===== config.mk =====
export PLATFORM = sky130hd
export DESIGN_NAME = jump_target_gen
export DESIGN_NICKNAME = d
export VERILOG_FILES = /design/src/rtl/jump_pkg.sv /design/src/rtl/imm_extend.sv /design/src/rtl/jump_target_gen.sv
export SDC_FILE = /design/constraint.sdc
export NUM_CORES = 1
export LEC_CHECK = 0
export BUFFER_PORTS_ARGS = -buffer_cell sky130_fd_sc_hd__buf_2
export CORE_UTILIZATION = 48
export DETAILED_ROUTE_END_ITERATION = 8
export HOLD_SLACK_MARGIN = 0.06
export PLACE_DENSITY = 0.73
export RECOVER_POWER = 50
export SLEW_MARGIN = 20
export SYNTH_ARGS = -nofsm -noshare
export SYNTH_HDL_FRONTEND = slang
export SYNTH_SLANG_ARGS = --single-unit
export TNS_END_PERCENT = 50

===== constraint.sdc =====
create_clock -name clk -period 1.8 [get_ports clk]
set_input_delay 0.09 -clock clk [delete_from_list [all_inputs] [get_ports clk]]
set_output_delay 0.09 -clock clk [all_outputs]
set_load 0.02 [all_outputs]

===== src/rtl/jump_pkg.sv =====
// Shared jump/branch immediate definitions: default widths, extension modes
// and a fixed-width extension helper reused by the branch unit.
package jump_pkg;

   localparam int unsigned ADDR_W = 8;
   localparam int unsigned JIMM_W = 2;

   localparam logic EXT_SIGN = 1'b0;
   localparam logic EXT_ZERO = 1'b1;

   function automatic logic [ADDR_W-1:0] ext_imm(input logic [JIMM_W-1:0] imm,
                                                 input logic              mode);
      logic [ADDR_W-1:0] res;
      res = ADDR_W'(imm);
      if (mode == EXT_SIGN) begin
         res = {{(ADDR_W-JIMM_W){imm[JIMM_W-1]}}, imm};
      end
      return res;
   endfunction

endpackage


===== src/rtl/imm_extend.sv =====
// Combinational immediate extender: sign- or zero-extends an IMM_W field
// to OUT_W bits.
module imm_extend
   import jump_pkg::*;
#(
   parameter int unsigned IMM_W = JIMM_W,
   parameter int unsigned OUT_W = ADDR_W
) (
   input  logic [IMM_W-1:0] imm,
   input  logic             zero_ext,
   output logic [OUT_W-1:0] ext_c
);

   generate
      if (IMM_W == OUT_W) begin : g_full
         assign ext_c = imm;
      end else begin : g_ext
         assign ext_c = (zero_ext == EXT_ZERO) ? {{(OUT_W-IMM_W){1'b0}}, imm}
                                               : {{(OUT_W-IMM_W){imm[IMM_W-1]}}, imm};
      end
   endgenerate

endmodule


===== src/rtl/jump_target_gen.sv =====
// Two-stage valid/ready jump target generator: stage 1 extends the immediate,
// stage 2 registers PC + (ext << SHIFT). JTG_OVF_EN adds the Overflow output.
module jump_target_gen
   import jump_pkg::*;
#(
   parameter int unsigned IMM_W = JIMM_W,
   parameter int unsigned OUT_W = ADDR_W,
   parameter int unsigned SHIFT = 0
) (
   input  logic             clk,
   input  logic             reset_n,
   input  logic             Flush,
   input  logic             InValid,
   output logic             InReady,
   input  logic [IMM_W-1:0] Imm,
   input  logic [OUT_W-1:0] PC,
   input  logic             ZeroExt,
   output logic             OutValid,
   input  logic             OutReady,
   output logic [OUT_W-1:0] Target
`ifdef JTG_OVF_EN
   ,
   output logic             Overflow
`endif
);

   logic             s1_valid;
   logic [OUT_W-1:0] s1_pc;
   logic [OUT_W-1:0] s1_ext;
   logic             s2_valid;
   logic [OUT_W-1:0] ext_c;
   logic [OUT_W-1:0] target_c;
   logic             s2_free;
   logic             s1_free;
   logic             accept;

   imm_extend #(
      .IMM_W (IMM_W),
      .OUT_W (OUT_W)
   ) u_imm_extend (
      .imm      (Imm),
      .zero_ext (ZeroExt),
      .ext_c    (ext_c)
   );

   assign s2_free  = !s2_valid || OutReady;
   assign s1_free  = !s1_valid || s2_free;
   assign InReady  = s1_free;
   assign accept   = InValid && s1_free && !Flush;
   assign OutValid = s2_valid;

   // Bits shifted past OUT_W drop out here; the add wraps silently.
   assign target_c = s1_pc + OUT_W'(s1_ext << SHIFT);

`ifdef JTG_OVF_EN
   localparam int unsigned WIDE_W = OUT_W + SHIFT + 2;

   logic              s1_neg;
   logic              neg_c;
   logic [WIDE_W-1:0] off_w;
   logic [WIDE_W-1:0] sum_w;
   logic              ovf_c;

   assign neg_c = (ZeroExt == EXT_SIGN) && Imm[IMM_W-1];
   assign off_w = {{(SHIFT+2){s1_neg}}, s1_ext} << SHIFT;
   assign sum_w = {{(SHIFT+2){1'b0}}, s1_pc} + off_w;
   // Wrapped the address space, or the shift lost bits that were not sign fill.
   assign ovf_c = (sum_w[WIDE_W-1:OUT_W] != '0) ||
                  (off_w[WIDE_W-1:OUT_W] != {(SHIFT+2){s1_neg}});
`endif

   always_ff @(posedge clk) begin
      if (!reset_n) begin
         s1_valid <= 1'b0;
         s1_pc    <= '0;
         s1_ext   <= '0;
         s2_valid <= 1'b0;
         Target   <= '0;
`ifdef JTG_OVF_EN
         s1_neg   <= 1'b0;
         Overflow <= 1'b0;
`endif
      end else if (Flush) begin
         s1_valid <= 1'b0;
         s2_valid <= 1'b0;
      end else begin
         s1_valid <= accept || (s1_valid && !s2_free);
         if (accept) begin
            s1_pc  <= PC;
            s1_ext <= ext_c;
`ifdef JTG_OVF_EN
            s1_neg <= neg_c;
`endif
         end
         if (s2_free) begin
            s2_valid <= s1_valid;
            if (s1_valid) begin
               Target <= target_c;
`ifdef JTG_OVF_EN
               Overflow <= ovf_c;
`endif
            end
         end
      end
   end

endmodule


==> reports/metrics.yaml <==
hold_path_class: "input pin to register"
die_y_um: 52.4
cts_buffers: 3
clockBufferDepth: 2
drtIter0Drc: 21
yosysTopAreaCell: "dfxtp_1"
fp.coreArea_um2: 2300
area_growth_pct: 22.5
die-area_um2: 2750
cts-root-buf: "clkbuf_4"
grt_pass1_vias: 1104
async_flop_share: 0
min_period_ps: 1730
clock_latency_ps: 310
synth.avg_cell_area_um2: 9.76
regArea_um2: 423
crit_path_start_kind: "register"
die_x_um: 52.4
synth_edf_count: 0
crit_top_cell: "nor3_2"
drive_gt1_frac: 0.207
vias_per_cell: 5.50
post-route-period-util: 0.960
htreeDepth: 1
start_util: 0.531
drc: 0
critPathBufInv: 1
first_pass_iters: 4
slowest_stage: "or3_1"
antenna_found_initial: 0
yosysMostFrequentCell: "dfxtp_1"
synth_warnings: 0
required_ps: 2030
clock.fmax_ghz: 0.579
tns_ps: 0
grt_first_pass_wirelength_um: 4460
synth_area_um2: 1220
hold_path_depth: 3
synth.distinct_cells: 44
cts.sinks: 21
dominantRegCellSynth: "dfxtp_1"
power_leakage_nw: 0.670
place_congestion: 0.825
critPathKind: "register to register"
r2r-end: "Target[7]"
crit_chain: "buf_4 -> ha_1 -> or3_1 -> o21ai_0 -> nor3_2 -> nor3_2"
diodes: 0
avgRoutedWirePerCell_um: 13.0
ys_seq_area_frac: 0.345
hold_end: "s1_pc[3]"
path_clk_slew_ps: 130
setup_viol_count_final: 0
peakVddDrop_uv: 478
rsz0062_at_grt: "true"
rrSetupSlack_ps: 70
synth.top_cells.by_area: "dfxtp_1 34%, mux2i_1 8.2%, ha_1 7.2%"
r2r.worst_path.cells: 6
cpPeakStageDelay_ps: 370
worstReg2RegStart: "s1_ext[6]"
slew_headroom: 0.628
cts_tree: "done"
worst_setup_path_end_kind: "register"
worstMarginPinSlew_ps: 556
dp_hpwl_um: 1850
synth_top_cell_area_share: 0.345
cap_violations: 0
crit_path_max_fanout: 5
pin_count: 26
fillers: 204
cp_top_family: "simple AND/OR/NAND/NOR gates"
fin_worst_skew_ps: 11.6
io_buffers: 25
syn_inst: 125
overflow: 0
synth_nets: 149
num_rows: 17
holdWs_ps: 53.1
p_per_area_nw_per_um2: 578
ys_top_cells_by_count: "21 x dfxtp_1, 11 x nor2b_1, 10 x mux2i_1, 9 x nand2_1, 7 x ha_1"
ys_seq_elements: 21
crit_arrival_ps: 1960
num_vias: 1056
hold_viol: 0
antenna_left: 0
status: "completed"
multi_input_area_um2: 756
grt_max_degree: 27
routed_wl_um: 2510
fin_nets: 189
final_max_slew_viol_count: 0
hold_start: "PC[3]"
grt_usage: 0.217
## registers in the layout, indices dropped and copies added, names as in the netlist
name	count
s1_valid	1
Target	8
s1_ext	3
s1_pc	8
OutValid	1
## worst register-to-register path, cell delays in order (launching register included)
cell and delay, ps:
dfxtp_1 350, buf_4 160, ha_1 330, or3_1 380
o21ai_0 170, nor3_2 100, nor3_2 170
## timing repair
action                     4_1_cts  5_1_grt
hold endpoints to repair        11        0
setup buffers                    0        0
setup endpoints to repair        0        3
hold buffers                    11        0
resized for setup                0        6
## cells by family (layout without fill, tap and decap cells)
logic type | after synthesis | after routing | synth area share
AND/OR/NAND/NOR | 51 | 51 | 0.267
AO/OA/AOI/OAI | 26 | 26 | 0.175
buffers and inverters | 7 | 46 | 0.0287
flip-flops | 21 | 21 | 0.345
XOR/XNOR | 2 | 2 | 0.0144
adder cells (fa/ha/maj) | 8 | 8 | 0.0882
multiplexers | 10 | 10 | 0.0821
## worst max path at each step
stage | slack, ps | startpoint | endpoint | cells past startpoint
2_1_floorplan | 160 | s1_ext[6] | Target[4] | 5
3_3_place_gp | 130 | s1_pc[1] | Target[7] | 5
3_5_place_dp | 70 | s1_ext[0] | Target[6] | 7
4_1_cts | 40 | s1_ext[0] | Target[6] | 7
5_1_grt | -20 | s1_pc[1] | Target[7] | 5
6_report | 70 | s1_ext[6] | Target[7] | 6
## report_power, final
group          switching, W  total [W]  leakage, nW  internal, W
clock network      0.000148   0.000231       0.0177    0.0000828
registers         0.0000109   0.000492        0.172     0.000481
logic             0.0000656   0.000141        0.480    0.0000759
## cells in the final DEF, fill, tap and decap left out, types with 3 or more instances in the layout
master / instances
nor2b_1: 10
nand2_1: 9
inv_1: 4
nand3b_1: 3
nand2b_1: 3
clkbuf_4: 3
dfxtp_1: 19
dlygate4sd3_1: 11
nand4b_1: 3
o21ai_0: 3
a21oi_1: 3
ha_1: 6
clkbuf_1: 10
nor2_1: 6
buf_2: 15
nand3_1: 3
a21boi_0: 3
mux2i_1: 10
## layout make-up
class                           instances  area share
Clock buffer                            3      0.0151
Multi-Input combinational cell         97       0.506
Inverter                                4      0.0101
Tap cell                               28      0.0235
Timing Repair Buffer                   38       0.159
Sequential cell                        21       0.283
Clock inverter                          1     0.00335
## metal layers
layer | vias up | wire, um | global-route usage
li1 | 532 | - | -
met1 | 484 | 1180 | 0.269
met2 | 36 | 1190 | 0.378
met3 | 4 | 109 | 0.0261
met4 | 0 | 29 | 0.0833
met5 | - | 0 | 0
## stage by stage
step	setup slack (ps)	area, um^2	total power [W]	std cells	utilization
after global placement	129	1380	0.000622	177	0.599
after detailed placement	66.6	1380	0.000625	177	0.599
after floorplan	159	1220	0.000586	125	-
after global routing	-15.3	1490	0.000907	192	0.650
final	71.8	1490	0.000864	192	0.650
after CTS	40.6	1510	0.000870	192	0.658
Power figures use the tool's default switching activity.
